--- config.mk ---
export PLATFORM = sky130hd
export DESIGN_NAME = hazard_scoreboard_flat
export DESIGN_NICKNAME = d
export VERILOG_FILES = /design/src/rtl/hazard_scoreboard_pkg.sv /design/src/rtl/hazard_scoreboard_if.sv /design/src/rtl/hazard_scoreboard_fwd_port_mux.sv /design/src/rtl/hazard_scoreboard.sv /design/src/flat_wrapper.sv
export SDC_FILE = /design/constraint.sdc
export NUM_CORES = 1
export LEC_CHECK = 0
export BUFFER_PORTS_ARGS = -buffer_cell sky130_fd_sc_hd__buf_2
export CORE_MARGIN = 3
export CORE_UTILIZATION = 53
export DETAILED_ROUTE_END_ITERATION = 6
export PLACE_DENSITY = 0.84
export SYNTH_ARGS = -nofsm -noshare
export SYNTH_HDL_FRONTEND = slang
export SYNTH_SLANG_ARGS = --single-unit
export TNS_END_PERCENT = 30
--- constraint.sdc ---
create_clock -name clk -period 6.4 [get_ports clk]
set_clock_uncertainty 0.05 [all_clocks]
set_input_delay 0.32 -clock clk [delete_from_list [all_inputs] [get_ports clk]]
set_output_delay 0.32 -clock clk [all_outputs]
set_load 0.01 [all_outputs]
--- src/rtl/hazard_scoreboard_pkg.sv ---
// Shared constants and types for the hazard scoreboard.
package sb_pkg;

  localparam int REG_ADDR_W    = 5;
  localparam int NUM_ARCH_REGS = 32;
  localparam int DEFAULT_XLEN  = 32;

  // Hazard classification reported by each read-port mux.
  typedef enum logic [1:0] {
    NONE     = 2'd0,
    LOAD_USE = 2'd1,
    LONG_RAW = 2'd2,
    WAW      = 2'd3
  } hazard_e;

endpackage

--- src/rtl/hazard_scoreboard_if.sv ---
// Decode-side bundle of the hazard scoreboard: read ports, pipeline stage
// snapshots, issue and long-op completion inputs, bypass/stall outputs.
interface hazard_scoreboard_if #(
  parameter int NUM_RD_PORTS = 2,
  parameter int NUM_STAGES   = 4,
  parameter int XLEN         = 32
);

  logic [NUM_RD_PORTS-1:0][4:0]      rs_addr;
  logic [NUM_STAGES-1:0]             stg_wen;
  logic [NUM_STAGES-1:0][4:0]        stg_rd;
  logic [NUM_STAGES-1:0][XLEN-1:0]   stg_data;
  logic [NUM_STAGES-1:0]             stg_data_ok;
  logic                              issue_valid;
  logic                              issue_long;
  logic [4:0]                        issue_rd;
  logic                              lc_valid;
  logic [4:0]                        lc_rd;
  logic [XLEN-1:0]                   lc_data;
  logic [NUM_RD_PORTS-1:0]           fwd_sel;
  logic [NUM_RD_PORTS-1:0][XLEN-1:0] fwd_data;
  logic                              stall;
  logic [31:0]                       stall_cnt;
  logic                              wdog_err;

  // Decode / pipeline side
  modport master (
    output rs_addr, stg_wen, stg_rd, stg_data, stg_data_ok,
    output issue_valid, issue_long, issue_rd,
    output lc_valid, lc_rd, lc_data,
    input  fwd_sel, fwd_data, stall, stall_cnt, wdog_err
  );

  // Scoreboard side
  modport slave (
    input  rs_addr, stg_wen, stg_rd, stg_data, stg_data_ok,
    input  issue_valid, issue_long, issue_rd,
    input  lc_valid, lc_rd, lc_data,
    output fwd_sel, fwd_data, stall, stall_cnt, wdog_err
  );

endinterface

--- src/rtl/hazard_scoreboard_fwd_port_mux.sv ---
// One decode read port: youngest-stage priority search, then long-op
// busy check with same-cycle completion bypass.
module fwd_port_mux
  import sb_pkg::*;
#(
  parameter int NUM_STAGES = 4,
  parameter int XLEN       = DEFAULT_XLEN
) (
  input  logic [REG_ADDR_W-1:0]                 rs,
  input  logic [NUM_STAGES-1:0]                 stg_wen,
  input  logic [NUM_STAGES-1:0][REG_ADDR_W-1:0] stg_rd,
  input  logic [NUM_STAGES-1:0][XLEN-1:0]       stg_data,
  input  logic [NUM_STAGES-1:0]                 stg_data_ok,
  input  logic [NUM_ARCH_REGS-1:0]              busy,
  input  logic                                  lc_valid,
  input  logic [REG_ADDR_W-1:0]                 lc_rd,
  input  logic [XLEN-1:0]                       lc_data,
  output logic                                  sel,
  output logic [XLEN-1:0]                       data,
  output hazard_e                               hazard
);

  logic stg_hit;

  // Lowest index wins; a not-yet-ready youngest producer masks older ready ones.
  always_comb begin
    sel     = 1'b0;
    data    = '0;
    hazard  = NONE;
    stg_hit = 1'b0;
    if (rs != '0) begin
      for (int i = 0; i < NUM_STAGES; i++) begin
        if (!stg_hit && stg_wen[i] && (stg_rd[i] == rs)) begin
          stg_hit = 1'b1;
          if (stg_data_ok[i]) begin
            sel  = 1'b1;
            data = stg_data[i];
          end else begin
            hazard = LOAD_USE;
          end
        end
      end
      if (!stg_hit && busy[rs]) begin
        if (lc_valid && (lc_rd == rs)) begin
          sel  = 1'b1;
          data = lc_data;
        end else begin
          hazard = LONG_RAW;
        end
      end
    end
  end

endmodule

--- src/rtl/hazard_scoreboard.sv ---
// Decode hazard scoreboard: per-port bypass selection, long-op busy
// tracking, stall generation and a saturating stall counter.
// Optional consecutive-stall watchdog enabled by defining SB_WDOG_EN.
module hazard_scoreboard
  import sb_pkg::*;
#(
  parameter int NUM_RD_PORTS = 2,
  parameter int NUM_STAGES   = 4,
  parameter int XLEN         = DEFAULT_XLEN,
  parameter int STALL_LIMIT  = 1023
) (
  input logic              clk,
  input logic              rst,
  hazard_scoreboard_if.slave sb
);

  localparam logic [31:0] LIMIT = 32'(STALL_LIMIT);

  logic [NUM_ARCH_REGS-1:0] busy_q, busy_d;
  logic [NUM_ARCH_REGS-1:0] busy_eff;
  logic [31:0]              stall_cnt_q, stall_cnt_d;
  logic                     wdog_err_q, wdog_err_d;
  logic [NUM_RD_PORTS-1:0]  port_raw;
  hazard_e                  port_hz [NUM_RD_PORTS];
  logic                     waw;
  logic                     stall;

  // While reset is asserted only stage forwarding may act.
  always_comb begin
    busy_eff = rst ? '0 : busy_q;
  end

  for (genvar p = 0; p < NUM_RD_PORTS; p++) begin : g_port
    fwd_port_mux #(
      .NUM_STAGES (NUM_STAGES),
      .XLEN       (XLEN)
    ) u_mux (
      .rs          (sb.rs_addr[p]),
      .stg_wen     (sb.stg_wen),
      .stg_rd      (sb.stg_rd),
      .stg_data    (sb.stg_data),
      .stg_data_ok (sb.stg_data_ok),
      .busy        (busy_eff),
      .lc_valid    (sb.lc_valid),
      .lc_rd       (sb.lc_rd),
      .lc_data     (sb.lc_data),
      .sel         (sb.fwd_sel[p]),
      .data        (sb.fwd_data[p]),
      .hazard      (port_hz[p])
    );
  end

  // Combine port RAW hazards with the issue-side WAW check into stall.
  always_comb begin
    port_raw = '0;
    for (int p = 0; p < NUM_RD_PORTS; p++) begin
      port_raw[p] = (port_hz[p] != NONE);
    end
    waw = sb.issue_valid && (sb.issue_rd != '0) && busy_eff[sb.issue_rd] &&
          !(sb.lc_valid && (sb.lc_rd == sb.issue_rd));
    stall = (|port_raw) || waw;
  end

  // Busy update: clear on completion first so a same-edge set wins.
  always_comb begin
    busy_d = busy_q;
    if (sb.lc_valid) begin
      busy_d[sb.lc_rd] = 1'b0;
    end
    if (sb.issue_valid && sb.issue_long && (sb.issue_rd != '0) && !stall) begin
      busy_d[sb.issue_rd] = 1'b1;
    end
    busy_d[0] = 1'b0;
  end

  // Saturating stall-cycle counter.
  always_comb begin
    stall_cnt_d = stall_cnt_q;
    if (stall && (stall_cnt_q != 32'hFFFF_FFFF)) begin
      stall_cnt_d = stall_cnt_q + 32'd1;
    end
  end

`ifdef SB_WDOG_EN
  logic [31:0] wdog_cnt_q, wdog_cnt_d;

  // Consecutive-stall counter; error latches once the run reaches LIMIT.
  always_comb begin
    wdog_cnt_d = '0;
    wdog_err_d = wdog_err_q;
    if (stall) begin
      wdog_cnt_d = (wdog_cnt_q < LIMIT) ? (wdog_cnt_q + 32'd1) : wdog_cnt_q;
      if ((wdog_cnt_q < LIMIT) && ((wdog_cnt_q + 32'd1) >= LIMIT)) begin
        wdog_err_d = 1'b1;
      end
      if (wdog_cnt_q >= LIMIT) begin
        wdog_err_d = 1'b1;
      end
    end
  end

  // Watchdog state registers.
  always_ff @(posedge clk) begin
    if (rst) begin
      wdog_cnt_q <= '0;
    end else begin
      wdog_cnt_q <= wdog_cnt_d;
    end
  end
`else
  logic unused_limit;

  // Watchdog absent: error held low.
  always_comb begin
    wdog_err_d   = 1'b0;
    unused_limit = ^LIMIT;
  end
`endif

  // Scoreboard state registers.
  always_ff @(posedge clk) begin
    if (rst) begin
      busy_q      <= '0;
      stall_cnt_q <= '0;
      wdog_err_q  <= 1'b0;
    end else begin
      busy_q      <= busy_d;
      stall_cnt_q <= stall_cnt_d;
      wdog_err_q  <= wdog_err_d;
    end
  end

  assign sb.stall     = stall;
  assign sb.stall_cnt = stall_cnt_q;
  assign sb.wdog_err  = wdog_err_q;

endmodule

--- src/flat_wrapper.sv ---
// flat-port wrapper written by rule: the top's interface ports become plain ports
module hazard_scoreboard_flat import sb_pkg::*;
#(
  parameter int NUM_RD_PORTS = 2,
  parameter int NUM_STAGES   = 4,
  parameter int XLEN         = DEFAULT_XLEN,
  parameter int STALL_LIMIT  = 1023
)
  (clk, rst, sb_rs_addr, sb_stg_wen, sb_stg_rd, sb_stg_data, sb_stg_data_ok, sb_issue_valid, sb_issue_long, sb_issue_rd, sb_lc_valid, sb_lc_rd, sb_lc_data, sb_fwd_sel, sb_fwd_data, sb_stall, sb_stall_cnt, sb_wdog_err);
  hazard_scoreboard_if #(.NUM_RD_PORTS(NUM_RD_PORTS), .NUM_STAGES(NUM_STAGES), .XLEN(XLEN)) sb_i ();
  input logic clk;
  input logic rst;
  input wire logic [$bits(sb_i.rs_addr)-1:0] sb_rs_addr;
  input wire logic [$bits(sb_i.stg_wen)-1:0] sb_stg_wen;
  input wire logic [$bits(sb_i.stg_rd)-1:0] sb_stg_rd;
  input wire logic [$bits(sb_i.stg_data)-1:0] sb_stg_data;
  input wire logic [$bits(sb_i.stg_data_ok)-1:0] sb_stg_data_ok;
  input wire logic [$bits(sb_i.issue_valid)-1:0] sb_issue_valid;
  input wire logic [$bits(sb_i.issue_long)-1:0] sb_issue_long;
  input wire logic [$bits(sb_i.issue_rd)-1:0] sb_issue_rd;
  input wire logic [$bits(sb_i.lc_valid)-1:0] sb_lc_valid;
  input wire logic [$bits(sb_i.lc_rd)-1:0] sb_lc_rd;
  input wire logic [$bits(sb_i.lc_data)-1:0] sb_lc_data;
  output wire logic [$bits(sb_i.fwd_sel)-1:0] sb_fwd_sel;
  output wire logic [$bits(sb_i.fwd_data)-1:0] sb_fwd_data;
  output wire logic [$bits(sb_i.stall)-1:0] sb_stall;
  output wire logic [$bits(sb_i.stall_cnt)-1:0] sb_stall_cnt;
  output wire logic [$bits(sb_i.wdog_err)-1:0] sb_wdog_err;
  assign sb_i.rs_addr = sb_rs_addr;
  assign sb_i.stg_wen = sb_stg_wen;
  assign sb_i.stg_rd = sb_stg_rd;
  assign sb_i.stg_data = sb_stg_data;
  assign sb_i.stg_data_ok = sb_stg_data_ok;
  assign sb_i.issue_valid = sb_issue_valid;
  assign sb_i.issue_long = sb_issue_long;
  assign sb_i.issue_rd = sb_issue_rd;
  assign sb_i.lc_valid = sb_lc_valid;
  assign sb_i.lc_rd = sb_lc_rd;
  assign sb_i.lc_data = sb_lc_data;
  assign sb_fwd_sel = sb_i.fwd_sel;
  assign sb_fwd_data = sb_i.fwd_data;
  assign sb_stall = sb_i.stall;
  assign sb_stall_cnt = sb_i.stall_cnt;
  assign sb_wdog_err = sb_i.wdog_err;
  hazard_scoreboard #(.NUM_RD_PORTS(NUM_RD_PORTS), .NUM_STAGES(NUM_STAGES), .XLEN(XLEN), .STALL_LIMIT(STALL_LIMIT)) u_core (.clk(clk), .rst(rst), .sb(sb_i));
endmodule
==> impl_metrics.tcl <==
set metrics [dict create \
    status "finished clean" \
    synth_top_family_by_area "compound AO/OA/AOI/OAI gates" \
    syn_area_um2 7090 \
    fin_crit_ns 4.11 \
    clock_sinks 63 \
    antenna_found_initial 13 \
    gp_congestion 1.02 \
    fin_nets 1417 \
    htree_levels 3 \
    setup_ws_ns 2.29 \
    clockBufferDepth 2 \
    synth_edf_count 0 \
    hold-worst-slack_ns 0.420 \
    ys_warn_count 0 \
    drt_pass1_iterations 6 \
    syn_area_per_cell_um2 7.39 \
    wirelength_um 31300 \
    synth-simple-area-share_pct 29.4 \
    slew-limit-headroom_pct 27.1 \
    cp_top_family "simple AND/OR/NAND/NOR gates" \
    ys_types 78 \
    grt_setup_unrepaired "no" \
    power_mw 1.24 \
    die_area_um2 14800 \
    grt_max_degree 68 \
    place_ws_ns 2.46 \
    final-setup-viol-count 0 \
    drive_above_1_share_pct 33.1 \
    cp_data_required_time_ns 6.03 \
    track_usage_pct 39.3 \
    dominantRegCellSynth "dfxtp_1" \
    hp-class "primary input to flop" \
    overflow 0 \
    cp.arrival_ns 3.74 \
    port_buffers 311 \
    synth_compound_area_share_pct 30.4 \
    muxShareOfSynthArea_pct 8.17 \
    power_density_nw_per_um2 140 \
    cts_buffers 9 \
    initial_utilization_pct 55.1 \
    r2r_slack_ns 3.09 \
    drc 0 \
    vias 9604 \
    slowest_stage "nor2_2" \
    dp.cells 1364 \
    path_clk_slew_ns 0.05 \
    synth_xor_area_share_pct 7.02 \
    fillerInstances 1118 \
    crit_path_start_kind "primary input" \
    leakage_nw 3.46 \
    drtIter0Drc 1365 \
    worstPathCellList "buf_2 > xor2_1 > nor4_1 > and3_1 > nor4b_2 > nand4_1 > nor2_2 > buf_4 > inv_1 > a31oi_1 > buf_2" \
    hold_buffers 0 \
    finalSetupTns_ns 0 \
    hold_viol_final 0 \
    drv_slew 0 \
    grt_pass1_wl_um 46500 \
    area_growth_pct 25.4 \
    worstSetupEndpointType "output pin" \
    grt_pass1_vias 8539 \
    insertion_delay_ns 0.34 \
    rows 41 \
    max-cap-violations 0 \
    stdcell_count 1390 \
    path_max_fanout 23 \
    tritoncts "yes" \
    ys_ff_latch 63 \
    wire_per_inst_um 22.5 \
    path_common_cell "buf_2" \
    finalInstanceArea_um2 8890 \
    period_share_pct 64.2 \
    ioPinCount 313 \
    dp_hpwl_um 23100 \
    fin_util_pct 69.1 \
    synthCells 960 \
    vdd_drop_max_v 0.000148 \
    critPathBufInv 4 \
    syn_nets 1174 \
    cts_root_buffer "clkbuf_16" \
    critical_path_class "primary input to output pin" \
    synth_fa_ha_area_share_pct 0.176 \
    core-area_um2 12900 \
    max_freq_ghz 0.243 \
    ys_seq_area_share_pct 17.8 \
    ctsResizeCount 0 \
    ant_nets 0 \
    worst_pin_slew_ns 1.09 \
    die_h_um 122 \
    postCtsSetupBuffers 0 \
    synth_async_sr_flop_share_pct 0 \
    worst_path_largest_cell_delay_ns 0.86 \
    vias_per_cell 6.91 \
    placed_area_um2 8540 \
    die_x_um 122 \
]
## registers in the layout, summed over array words and instances, names as in the netlist
signal and flops:
u_core.sb.stall_cnt 32, u_core.busy_q 31
## kinds of logic (layout without fill, tap and decap cells)
group	count (synthesis)	after routing
other	1	11
AND/OR/NAND/NOR	398	398
adder cells (fa/ha/maj)	1	1
buffers and inverters	105	353
flip-flops	63	63
multiplexers	41	41
XOR/XNOR	56	56
AO/OA/AOI/OAI	295	295
## cell usage after synthesis (8+ instances only)
| cell | instances | area [µm²] |
|---|---|---|
| or3_1 | 10 | 62.6 |
| mux2i_1 | 11 | 110 |
| nand4_1 | 14 | 87.6 |
| mux4_2 | 9 | 203 |
| buf_6 | 9 | 101 |
| nand3b_1 | 17 | 128 |
| a221oi_1 | 32 | 280 |
| a21oi_1 | 56 | 280 |
| or4_1 | 11 | 82.6 |
| o21ai_0 | 52 | 260 |
| a41oi_1 | 32 | 280 |
| and3_1 | 13 | 81.3 |
| nand2b_1 | 10 | 62.6 |
| nor2b_1 | 32 | 200 |
| a22oi_1 | 34 | 255 |
| a32o_1 | 33 | 330 |
| nor2_1 | 37 | 139 |
| o31ai_1 | 10 | 75.1 |
| nor4_1 | 15 | 93.8 |
| nand3_1 | 51 | 255 |
| inv_1 | 9 | 33.8 |
| clkbuf_1 | 68 | 255 |
| xor2_1 | 36 | 315 |
| buf_2 | 8 | 40.0 |
| dfxtp_1 | 63 | 1260 |
| xnor2_1 | 19 | 166 |
| nor3_1 | 19 | 95.1 |
| mux2_2 | 19 | 214 |
| nand2_1 | 138 | 518 |
## where the power goes
part / switching [mW] / internal, mW / leakage [nW]
Clock: 0.173 / 0.362 / 0.160
Combinational: 0.187 / 0.119 / 2.80
Sequential: 0.00746 / 0.397 / 0.508
Total: 0.368 / 0.877 / 3.46
## layout make-up
class / instances / area, µm² / share of cell area, %
multi-input cells: 792 / 5360 / 60.2
repair buffers: 326 / 1670 / 18.8
flip-flops and latches: 63 / 1260 / 14.2
clock buffers: 13 / 260 / 2.93
well taps: 172 / 215 / 2.42
clock inverters: 3 / 65.1 / 0.732
inverters: 11 / 41.3 / 0.464
diodes: 10 / 25.0 / 0.281
## tightest hold or removal path: cells and delay by family
kind / cells / cell delay (ns)
AOI/OAI and AO/OA: 1 / 0.06
buffers and inverters: 1 / 0.18
and+or+nand+nor: 1 / 0.19
## path summary, 6_finish.rpt
check,startpoint,end,cells after the start
min reg2reg,u_core.sb.stall_cnt[29],u_core.sb.stall_cnt[29],2
max reg2reg,u_core.busy_q[24],u_core.busy_q[20],9
min,sb_issue_rd[4],u_core.busy_q[24],3
max,sb_rs_addr[7],sb_fwd_sel[1],11
## per-layer routing
metal  track usage, %  share of wire, %  up-vias
li1                 -                 -     4185
met1             49.9                36     4389
met2             60.3                44      849
met3             12.6                13      173
met4             19.0               6.4        8
met5                0              0.18        -
## layout by cell type, fill, tap and decap left out, types with 17 or more instances in the layout
cell	n
a221oi_1	32
nor2_1	35
nor2b_1	32
nand3b_1	17
dfxtp_1	63
o21ai_0	52
a22oi_1	34
buf_2	311
nor3_1	17
xor2_1	36
a32o_1	33
a21oi_1	56
mux2_2	19
xnor2_1	19
nand2_1	138
nand3_1	51
a41oi_1	32
(Power assumes the default switching activity.)
